[config.mk]
export PLATFORM = sky130hd
export DESIGN_NAME = uint16_digit_scanner_flat
export DESIGN_NICKNAME = d
export VERILOG_FILES = /design/src/rtl/uint16_digit_scanner_if.sv /design/src/rtl/uint16_digit_scanner.sv /design/src/flat_wrapper.sv
export SDC_FILE = /design/constraint.sdc
export NUM_CORES = 1
export LEC_CHECK = 0
export ABC_AREA = 1
export BUFFER_PORTS_ARGS = -buffer_cell sky130_fd_sc_hd__buf_2
export CAP_MARGIN = 25
export CORE_MARGIN = 2
export CORE_UTILIZATION = 30
export DETAILED_ROUTE_END_ITERATION = 6
export GPL_TIMING_DRIVEN = 0
export PLACE_DENSITY = 0.63
export RECOVER_POWER = 100
export SYNTH_ARGS = -nofsm -noshare
export SYNTH_HDL_FRONTEND = slang
export SYNTH_SLANG_ARGS = --single-unit
export TNS_END_PERCENT = 100
[constraint.sdc]
create_clock -name clk -period 1.5 [get_ports clk]
set_input_delay 0.075 -clock clk [delete_from_list [all_inputs] [get_ports clk]]
set_output_delay 0.075 -clock clk [all_outputs]
set_load 0.005 [all_outputs]
[src/rtl/uint16_digit_scanner_if.sv]
// Bus between the digit scanner and its user / display stage.
// The master side drives the conversion request and the display-stage quotient.
interface uint16_digit_scanner_if;
  logic        start;
  logic [15:0] number;
  logic        ready;
  logic [15:0] stage_number;
  logic [15:0] remaining_number;
  logic [2:0]  digit_index;
  logic        digit_valid;
  logic        done;
  logic [2:0]  digit_count;
  logic        overflow;

  modport master (
    output start, number, remaining_number,
    input  ready, stage_number, digit_index, digit_valid, done, digit_count, overflow
  );

  modport slave (
    input  start, number, remaining_number,
    output ready, stage_number, digit_index, digit_valid, done, digit_count, overflow
  );
endinterface

[src/rtl/uint16_digit_scanner.sv]
// Walks a latched 16-bit value one decimal digit at a time, least significant first,
// time-multiplexing a single external display stage that supplies value / 10.
module uint16_digit_scanner #(
  parameter int unsigned MAX_DIGITS  = 5,
  parameter int unsigned HOLD_CYCLES = 1
) (
  input logic                   clk,
  input logic                   rst_n,
  uint16_digit_scanner_if.slave bus
);

  typedef enum logic [1:0] {StIdle, StScan, StFinish} state_e;

  localparam logic [7:0] HoldLast  = 8'(HOLD_CYCLES - 1);
  localparam logic [2:0] IndexLast = 3'(MAX_DIGITS - 1);

  state_e      state_q, state_d;
  logic [15:0] value_q, value_d;
  logic [2:0]  index_q, index_d;
  logic [7:0]  hold_q, hold_d;
  logic [2:0]  count_q, count_d;
  logic        overflow_q, overflow_d;

  always_comb begin
    state_d    = state_q;
    value_d    = value_q;
    index_d    = index_q;
    hold_d     = hold_q;
    count_d    = count_q;
    overflow_d = overflow_q;
    case (state_q)
      StIdle: begin
        if (bus.start) begin
          value_d = bus.number;
          index_d = 3'd0;
          hold_d  = 8'd0;
          state_d = StScan;
        end
      end
      StScan: begin
        hold_d = hold_q + 8'd1;
        // The quotient is only trusted on the last hold cycle of each digit.
        if (hold_q == HoldLast) begin
          if (bus.remaining_number == 16'd0) begin
            count_d    = index_q + 3'd1;
            overflow_d = 1'b0;
            state_d    = StFinish;
          end else if (index_q == IndexLast) begin
            count_d    = 3'(MAX_DIGITS);
            overflow_d = 1'b1;
            state_d    = StFinish;
          end else begin
            value_d = bus.remaining_number;
            index_d = index_q + 3'd1;
            hold_d  = 8'd0;
          end
        end
      end
      StFinish: state_d = StIdle;
      default:  state_d = StIdle;
    endcase
  end

  always_ff @(posedge clk) begin
    if (!rst_n) begin
      state_q    <= StIdle;
      value_q    <= 16'd0;
      index_q    <= 3'd0;
      hold_q     <= 8'd0;
      count_q    <= 3'd0;
      overflow_q <= 1'b0;
    end else begin
      state_q    <= state_d;
      value_q    <= value_d;
      index_q    <= index_d;
      hold_q     <= hold_d;
      count_q    <= count_d;
      overflow_q <= overflow_d;
    end
  end

  assign bus.ready        = (state_q == StIdle);
  assign bus.digit_valid  = (state_q == StScan);
  assign bus.done         = (state_q == StFinish);
  assign bus.stage_number = value_q;
  assign bus.digit_index  = index_q;
  assign bus.digit_count  = count_q;
  assign bus.overflow     = overflow_q;

endmodule

[src/flat_wrapper.sv]
// flat-port wrapper written by rule: the top's interface ports become plain ports
module uint16_digit_scanner_flat 
#(
  parameter int unsigned MAX_DIGITS  = 5,
  parameter int unsigned HOLD_CYCLES = 1
)
  (clk, rst_n, bus_start, bus_number, bus_remaining_number, bus_ready, bus_stage_number, bus_digit_index, bus_digit_valid, bus_done, bus_digit_count, bus_overflow);
  uint16_digit_scanner_if bus_i ();
  input logic clk;
  input logic rst_n;
  input wire logic [$bits(bus_i.start)-1:0] bus_start;
  input wire logic [$bits(bus_i.number)-1:0] bus_number;
  input wire logic [$bits(bus_i.remaining_number)-1:0] bus_remaining_number;
  output wire logic [$bits(bus_i.ready)-1:0] bus_ready;
  output wire logic [$bits(bus_i.stage_number)-1:0] bus_stage_number;
  output wire logic [$bits(bus_i.digit_index)-1:0] bus_digit_index;
  output wire logic [$bits(bus_i.digit_valid)-1:0] bus_digit_valid;
  output wire logic [$bits(bus_i.done)-1:0] bus_done;
  output wire logic [$bits(bus_i.digit_count)-1:0] bus_digit_count;
  output wire logic [$bits(bus_i.overflow)-1:0] bus_overflow;
  assign bus_i.start = bus_start;
  assign bus_i.number = bus_number;
  assign bus_i.remaining_number = bus_remaining_number;
  assign bus_ready = bus_i.ready;
  assign bus_stage_number = bus_i.stage_number;
  assign bus_digit_index = bus_i.digit_index;
  assign bus_digit_valid = bus_i.digit_valid;
  assign bus_done = bus_i.done;
  assign bus_digit_count = bus_i.digit_count;
  assign bus_overflow = bus_i.overflow;
  uint16_digit_scanner #(.MAX_DIGITS(MAX_DIGITS), .HOLD_CYCLES(HOLD_CYCLES)) u_core (.clk(clk), .rst_n(rst_n), .bus(bus_i));
endmodule
Word level (Yosys, flattened, before mapping)
Index checks and enable logic that the tools add are counted.

Output and inout port bits: 26. Input bits: 35. Word-level logic and storage cells: 49. Register bits: 33.

Add/sub/neg operators: 2. Reduce and logical (&&, ||, !) cells: 9. Mux-type cells: 24. Equality and inequality tests: 8.

Operators with widths (number): two-way mux 16 bit (4); two-way mux 8 bit (4); case mux 16 bit (2 select lines) (1); two-way mux 3 bit (6); zero test 16 bit (1); case mux 8 bit (2 select lines) (1); adder 8 x 1 -> 8 bit, second input constant (1); zero test 8 bit (1); two-way mux 2 bit (4); inequality test 2 bit, second input constant (3); case mux 3 bit (2 select lines) (1); AND reduction 3 bit (2); AND reduction 5 bit (1); case mux 2 bit (2 select lines) (1); nonzero test 2 bit (2); adder 3 x 1 -> 3 bit, second input constant (1); equality test 3 bit, second input constant (1); inequality test 3 x 1 -> 1 bit, second input constant (1); equality test 2 x 1 -> 1 bit, second input constant (1); equality test 2 bit, second input constant (1); zero test 2 bit (1); two-way mux 1 bit (2); inequality test 2 x 1 -> 1 bit, second input constant (1); AND reduction 2 bit (1).

Depth between registers and ports, before layout
Gate-level depths: netlist of run 1.

Depth after elaboration: 5. Gate-level depth with buffers: 11. Gate-level depth less buffers: 11.

Worst setup path before layout of run 1
OpenSTA, ideal clock, no wires.

Kind: reg2reg. From: register u_core.index_q[0] (netlist: u_core.bus.digit_index[0]). To: register u_core.value_q[0] (netlist: u_core.bus.stage_number[0]). Library setup time: 113 ps. Cell stages (with the launch flop): 10. Arrival time: 1364 ps. Path buffers: 1. Period minus slack after synthesis: 1477 ps. Setup slack: 23 ps. Cell sequence: dfxtp_1 -> inv_1 -> ha_1 -> nand2_1 -> nor2_2 -> nor2_2 -> nand4_4 -> buf_2 -> nor2_1 -> nor2_1.

Word-level cells in the longest chain between the ends: 3.

RTL lines: start: declaration (line uint16_digit_scanner.sv:19) `logic [2:0] index_q, index_d;`; start signal: assignment (line uint16_digit_scanner.sv:75) `index_q <= index_d;`; equality test 3 bit (line uint16_digit_scanner.sv:48) `end else if (index_q == IndexLast) begin`; inequality test 2 bit (no line); AND reduction 5 bit (no line); end signal: assignment (line uint16_digit_scanner.sv:74) `value_q <= value_d;`; end: declaration (line uint16_digit_scanner.sv:18) `logic [15:0] value_q, value_d;`.

Every way passes these cells. A chain may end at the register's enable or synchronous reset.

Worst setup path in the final report of run 1
From: register u_core.hold_q[0]. To: register u_core.value_q[2] (netlist: u_core.bus.stage_number[2]).

Word-level cells in the longest chain between the ends: 3.

RTL lines: start: declaration (line uint16_digit_scanner.sv:20) `logic [7:0] hold_q, hold_d;`; start signal: assignment (line uint16_digit_scanner.sv:76) `hold_q <= hold_d;`; zero test 8 bit (line uint16_digit_scanner.sv:43) `if (hold_q == HoldLast) begin`; inequality test 2 x 1 -> 1 bit (no line); AND reduction 5 bit (no line).

Every way passes these cells.

==> results of run 1 <==
[worst max-delay path: cells and delay by family (launching register included)]
| kind | cells | cell delay (ns) |
|---|---|---|
| AND/OR/NAND/NOR | 8 | 0.69 |
| adder cells (fa/ha/maj) | 1 | 0.13 |
| flip-flops | 1 | 0.33 |
| buffers and inverters | 2 | 0.28 |
[Yosys cell counts]
library cell / number / area share, %
nand2_1: 120 / 25
nor2_1: 60 / 12
dfxtp_1: 33 / 36
inv_1: 33 / 6.7
nand3_1: 11 / 3.0
a21oi_1: 9 / 2.5
buf_2: 5 / 1.4
inv_2: 5 / 1.0
o21ai_0: 5 / 1.4
ha_1: 4 / 2.7
clkbuf_1: 3 / 0.61
buf_6: 2 / 1.2
nand3b_1: 2 / 0.82
nand4_1: 2 / 0.68
nor2_2: 2 / 0.68
nor3_1: 2 / 0.54
a211oi_1: 1 / 0.41
clkinv_1: 1 / 0.20
nand3_2: 1 / 0.54
nand4_4: 1 / 1.2
nor2_4: 1 / 0.61
o211ai_1: 1 / 0.41
o21ai_1: 1 / 0.27
xnor2_1: 1 / 0.48
[sequential cells by signal, indices dropped and copies added, names as in the netlist]
register,cells
u_core.bus.overflow,1
u_core.state_q,2
u_core.bus.digit_count,3
u_core.bus.digit_index,3
u_core.hold_q,8
u_core.bus.stage_number,16
[stage by stage]
| step | instances | power (mW) | setup WS [ns] | util [%] | area (um2) |
|---|---|---|---|---|---|
| after floorplan | 306 | 1.36 | 0.0228 | - | 1840 |
| after global placement | 440 | 1.56 | -0.137 | 37.6 | 2230 |
| after detailed placement | 440 | 1.57 | -0.160 | 37.6 | 2230 |
| after CTS | 458 | 2.55 | -0.0524 | 42.4 | 2510 |
| after global routing | 464 | 2.79 | -0.129 | 44.8 | 2650 |
| final | 464 | 2.62 | -0.00658 | 44.8 | 2650 |
[final timing paths]
| kind | start | to | slack [ns] | cells after the start |
|---|---|---|---|---|
| setup / recovery | u_core.hold_q[0] | u_core.bus.stage_number[2] | -0.007 | 11 |
| hold / removal | rst_n | u_core.bus.stage_number[3] | 0.08 | 3 |
| setup reg to reg | u_core.hold_q[0] | u_core.bus.stage_number[2] | -0.007 | 11 |
| hold reg to reg | u_core.bus.digit_count[1] | u_core.bus.digit_count[1] | 0.47 | 2 |
[what timing repair did]
action / 4_1_cts / 5_1_grt
gates cloned: 4 / 0
setup endpoints to repair: 19 / 24
pin swaps: 8 / 15
resized for setup: 32 / 37
buffers inserted: 6 / 6
[cells by family after synthesis]
kind of cell / share of synthesized area, %
AO/OA/AOI/OAI: 4.90
AND/OR/NAND/NOR: 44.8
adder cells (fa/ha/maj): 2.72
flip-flops: 35.9
buffers and inverters: 11.2
XOR/XNOR: 0.477
[layer usage]
metal | share of wire (%) | GRT usage [%] | up-vias
li1 | - | - | 1089
met1 | 45 | 17.2 | 894
met2 | 48 | 27.7 | 45
met3 | 6.3 | 3.91 | 7
met4 | 1.1 | 4.67 | 0
met5 | 0 | 0 | -
[area by class of cell]
type	instances	area [um2]
buffer	10	77.6
clock buffer	7	86.3
clock inverter	1	30.0
fill	623	3270
inverter	39	149
multi-input combinational	225	1140
sequential	33	668
tap	75	93.8
timing repair buffer	74	404
[power breakdown]
group	internal, mW	switching (mW)	total, mW
clock	0.542	0.332	0.874
sequential	0.954	0.0433	0.997
combinational	0.329	0.417	0.747
[layout by cell type (no fill, tap or decap), types with 12 or more instances in the layout]
cell type / Yosys / layout
dfxtp_1: 33 / 27
nor2_1: 60 / 48
buf_4: 0 / 12
clkbuf_1: 3 / 16
buf_2: 5 / 45
inv_1: 33 / 28
nand2_1: 120 / 108
==> results.cfg, run 1 <==
[detailed_routing]
viasPerCell = 4.39
drt-pass1-iter-count = 4
wl_per_cell_um = 11.1
totalWireLength_mm = 5.17
drtIter0Drc = 63
route.detailed.drc = 0
vias = 2035
ant_nets = 0

[timing]
setup_viol = 2
tightest_slew_ns = 0.490
finalSetupTns_ns = -0.00742
drv_slew = 0
layout_min_cycle_time_ns = 1.51
postLayoutSetupSlackWorst_ns = -0.00658
clock_skew_ns = 0.00429
max_slew_margin_pct = 67.4
hold_viol = 0
hold_ws_ns = 0.0830
rsz0062_at_grt = yes
fmax_mhz = 664
fin_crit_sh_pct = 100

[final_layout]
diodes = 0
syn2layout_area_growth_pct = 44.4
layout-drive-gt1-share_pct = 32.1
finalNetCount = 427

[clock_network]
clk-insertion-delay-late_ns = 0.28
hold_buffers = 0
clk_pin_slew_ns = 0.07
h-tree-depth = 2
clk_path_buf_depth = 2
cts_tree = yes
cts_num_sinks = 33
cts_root_buf = clkbuf_8
cts_made_buffers = 5

[floorplan]
coreArea_um2 = 5920
initial_core_util_pct = 31.0
rows = 28
fp.dieArea_um2 = 6770
die_x_um = 82.3
io_pins = 61
die_h_um = 82.3

[logic_synthesis]
yosysWarnings = 0
synth_cells = 306
yosysSeqAreaShare_pct = 35.9
avgSynthCellArea_um2 = 6.01
ys_ff_latch = 33
synth_cell_type_count = 24
syn-num-nets = 345
syn-cell-area_um2 = 1840

[placement]
hpwl_mm = 3.48
routabilityCongestion = 0.775
io_buffers = 59

[worst_setup_path]
path_cells = inv_2 -> ha_4 -> nand2_2 -> nor2_2 -> nand2_2 -> nand2_4 -> nand4_4 -> buf_6 -> nand2_2 -> nand2_2 -> nor2_1
path_max_fanout = 6
critPathCaptureType = register
crit_path_start_kind = register
worst_path_most_repeated_cell = nand2_2
required_ns = 1.72
worstPathArrival_ns = 1.73
worstSetupPathType = reg -> reg
slowest_delay_ns = 0.33
cp_slowest_cell = dfxtp_2

[pwr]
p_per_area_nw_per_um2 = 987
p_leak_nw = 1.31
ir_drop_v = 0.000357

[grt]
grt_start_max_net_pins = 11
grt_overflow = 0
track_usage_pct = 15.2
grt_antenna_before_repair = 0
grt_pass1_vias = 1802
grt_pass1_wl_mm = 7.93

[run_status]
outcome = complete, but fails checks
violations = negative setup slack

[min_path]
hold_path.class = in -> reg

[flow_run]
cap_violations = 0
(Power assumes the default switching activity.)
==> inputs of run 2 (changes only) <==
--- a/config.mk
+++ b/config.mk
@@ -11,9 +11,10 @@
 export CORE_MARGIN = 2
 export CORE_UTILIZATION = 30
 export DETAILED_ROUTE_END_ITERATION = 6
-export GPL_TIMING_DRIVEN = 0
+export GPL_TIMING_DRIVEN = 1
 export PLACE_DENSITY = 0.63
 export RECOVER_POWER = 100
+export REMOVE_ABC_BUFFERS = 1
 export SYNTH_ARGS = -nofsm -noshare
 export SYNTH_HDL_FRONTEND = slang
 export SYNTH_SLANG_ARGS = --single-unit
==> results.cfg, run 2 (synthesis results as in run 1) <==
[pwr]
p_leak_nw = 1.28
p_comb_share_pct = 27.3
switching_share_pct = 29.1
p_int_mw = 1.81
p_seq_share_pct = 39.1
total_power_mw = 2.55
p_per_area_nw_per_um2 = 996
ir_drop_v = 0.000533
clock_power_share_pct = 33.7
power.switching_uw = 743

[grt]
track_usage_pct = 13.5
grt_antenna_before_repair = 0
grt_pass1_wl_mm = 6.98
grt_start_max_net_pins = 31
grt_overflow = 0
grt_pass1_vias = 1730

[flow_run]
cap_violations = 0

[clock_network]
clk_path_buf_depth = 2
clk_pin_slew_ns = 0.07
h-tree-depth = 2
clk-insertion-delay-late_ns = 0.29
hold_buffers = 0
cts_made_buffers = 5
cts_num_sinks = 33
cts_root_buf = clkbuf_8
cts_tree = yes

[worst_setup_path]
crit_path_start_kind = register
worstPathArrival_ns = 1.72
reg2reg_depth = 11
r2r-start = u_core.hold_q[0]
path_max_fanout = 8
critPathCaptureType = register
r2r_end = u_core.bus.stage_number[5]
r2r_slack_ns = 0.008
worstSetupPathType = reg -> reg
required_ns = 1.72

[detailed_routing]
wl_per_cell_um = 10.5
totalWireLength_mm = 4.81
viasPerCell = 4.27
ant_nets = 0
drt-pass1-iter-count = 4
drtIter0Drc = 77
vias = 1948
route.detailed.drc = 0

[final_layout]
fin_area_um2 = 2560
final_cell_mix = nand2_1, nor2_1, buf_2, dfxtp_1, inv_1
syn2layout_area_growth_pct = 39.3
largest_register_ffs = 16
diodes = 0
final_common_cell = nand2_1
instances_no_fill = 456
layout-drive-gt1-share_pct = 29.7
finalNetCount = 419

[placement]
io_buffers = 60
place_area_um2 = 2280
routabilityCongestion = 0.811
dp_cells = 444
hpwl_mm = 3.33

[floorplan]
die_h_um = 82.3
io_pins = 61
coreArea_um2 = 5920
fp.dieArea_um2 = 6770
rows = 28
die_x_um = 82.3
initial_core_util_pct = 31.0

[min_path]
hold_depth = 5
hold_path.class = in -> reg
worstHoldEndpoint = u_core.bus.stage_number[6]
min_from = bus_number[6]

[timing]
max_slew_margin_pct = 82.7
finalSetupTns_ns = 0
rsz0062_at_grt = yes
clock_skew_ns = 0.00583
hold_ws_ns = 0.0954
tightest_slew_ns = 0.258
setup_viol = 0
layout_min_cycle_time_ns = 1.49
fmax_mhz = 670
fin_crit_sh_pct = 99.5
drv_slew = 0
hold_viol = 0

[run_status]
outcome = complete, no violations
## run 2: cell types whose count changed in the layout (fill, tap and decap cells not counted), sizes merged
| cell | previous run | this run |
|---|---|---|
| buf | 67 | 62 |
| clkbuf | 24 | 22 |
| nand4 | 4 | 3 |
## run 2: cell type report
class                   instances  area [um2]
clock buffers                   7        86.3
well taps                      75        93.8
multi-input cells             224        1070
repair buffers                 77         465
clock inverters                 1        30.0
inverters                      39         146
flip-flops and latches         33         664
fillers                       650        3360
## run 2: timing repair
action,in CTS,in global routing
setup buffers,0,1
resized for setup,0,40
endpoints found under the setup margin,0,23
## run 2: how the worst max path moves through the flow
| stage | start | to | slack (ns) | depth (start not counted) |
|---|---|---|---|---|
| final | u_core.hold_q[0] | u_core.bus.stage_number[5] | 0.008 | 11 |
| after global routing | u_core.hold_q[0] | u_core.bus.stage_number[5] | -0.14 | 11 |
| after CTS | u_core.bus.digit_index[1] | u_core.bus.digit_index[1] | 0.02 | 10 |
| after detailed placement | u_core.bus.digit_index[1] | u_core.bus.stage_number[8] | 0.04 | 10 |
| after global placement | u_core.hold_q[0] | u_core.bus.digit_count[0] | 0.07 | 9 |
| after floorplan | u_core.state_q[0] | u_core.bus.digit_index[2] | -0.23 | 9 |
## run 2: metrics by stage
step,utilization [%],setup slack (ns)
6_report,43.3,0.00764
5_1_grt,43.3,-0.137
4_1_cts,40.5,0.0217
3_5_place_dp,38.6,0.0366
3_3_place_gp,38.6,0.0698
2_1_floorplan,-,-0.228
## run 2: worst max-delay path: stages, from the launching register on
cell and delay [ns]:
dfxtp_2 0.32, inv_2 0.07, ha_4 0.13, nand2_2 0.04, nor2_1 0.08, nand2_1 0.10, nand2_2 0.11, nand4_4 0.17
clkbuf_16 0.23, nand2_4 0.05, nand2_1 0.04, nor2_1 0.10
## run 2: layer usage
| layer | GRT usage (%) | part of all wire [%] | up-vias |
|---|---|---|---|
| li1 | - | - | 1067 |
| met1 | 14.7 | 46 | 826 |
| met2 | 24.4 | 47 | 48 |
| met3 | 3.48 | 6.1 | 7 |
| met4 | 5.83 | 1.3 | 0 |
| met5 | 0 | 0 | - |
## run 2: power groups by stage
| stage | combinational, mW | sequential (mW) | clock (mW) |
|---|---|---|---|
| final | 0.695 | 0.996 | 0.859 |
| after global routing | 0.791 | 1.00 | 0.924 |
| after CTS | 0.579 | 0.992 | 0.892 |
| after detailed placement | 0.576 | 1.01 | 0 |
| after global placement | 0.569 | 1.01 | 0 |
| after floorplan | 0.308 | 1.02 | 0 |
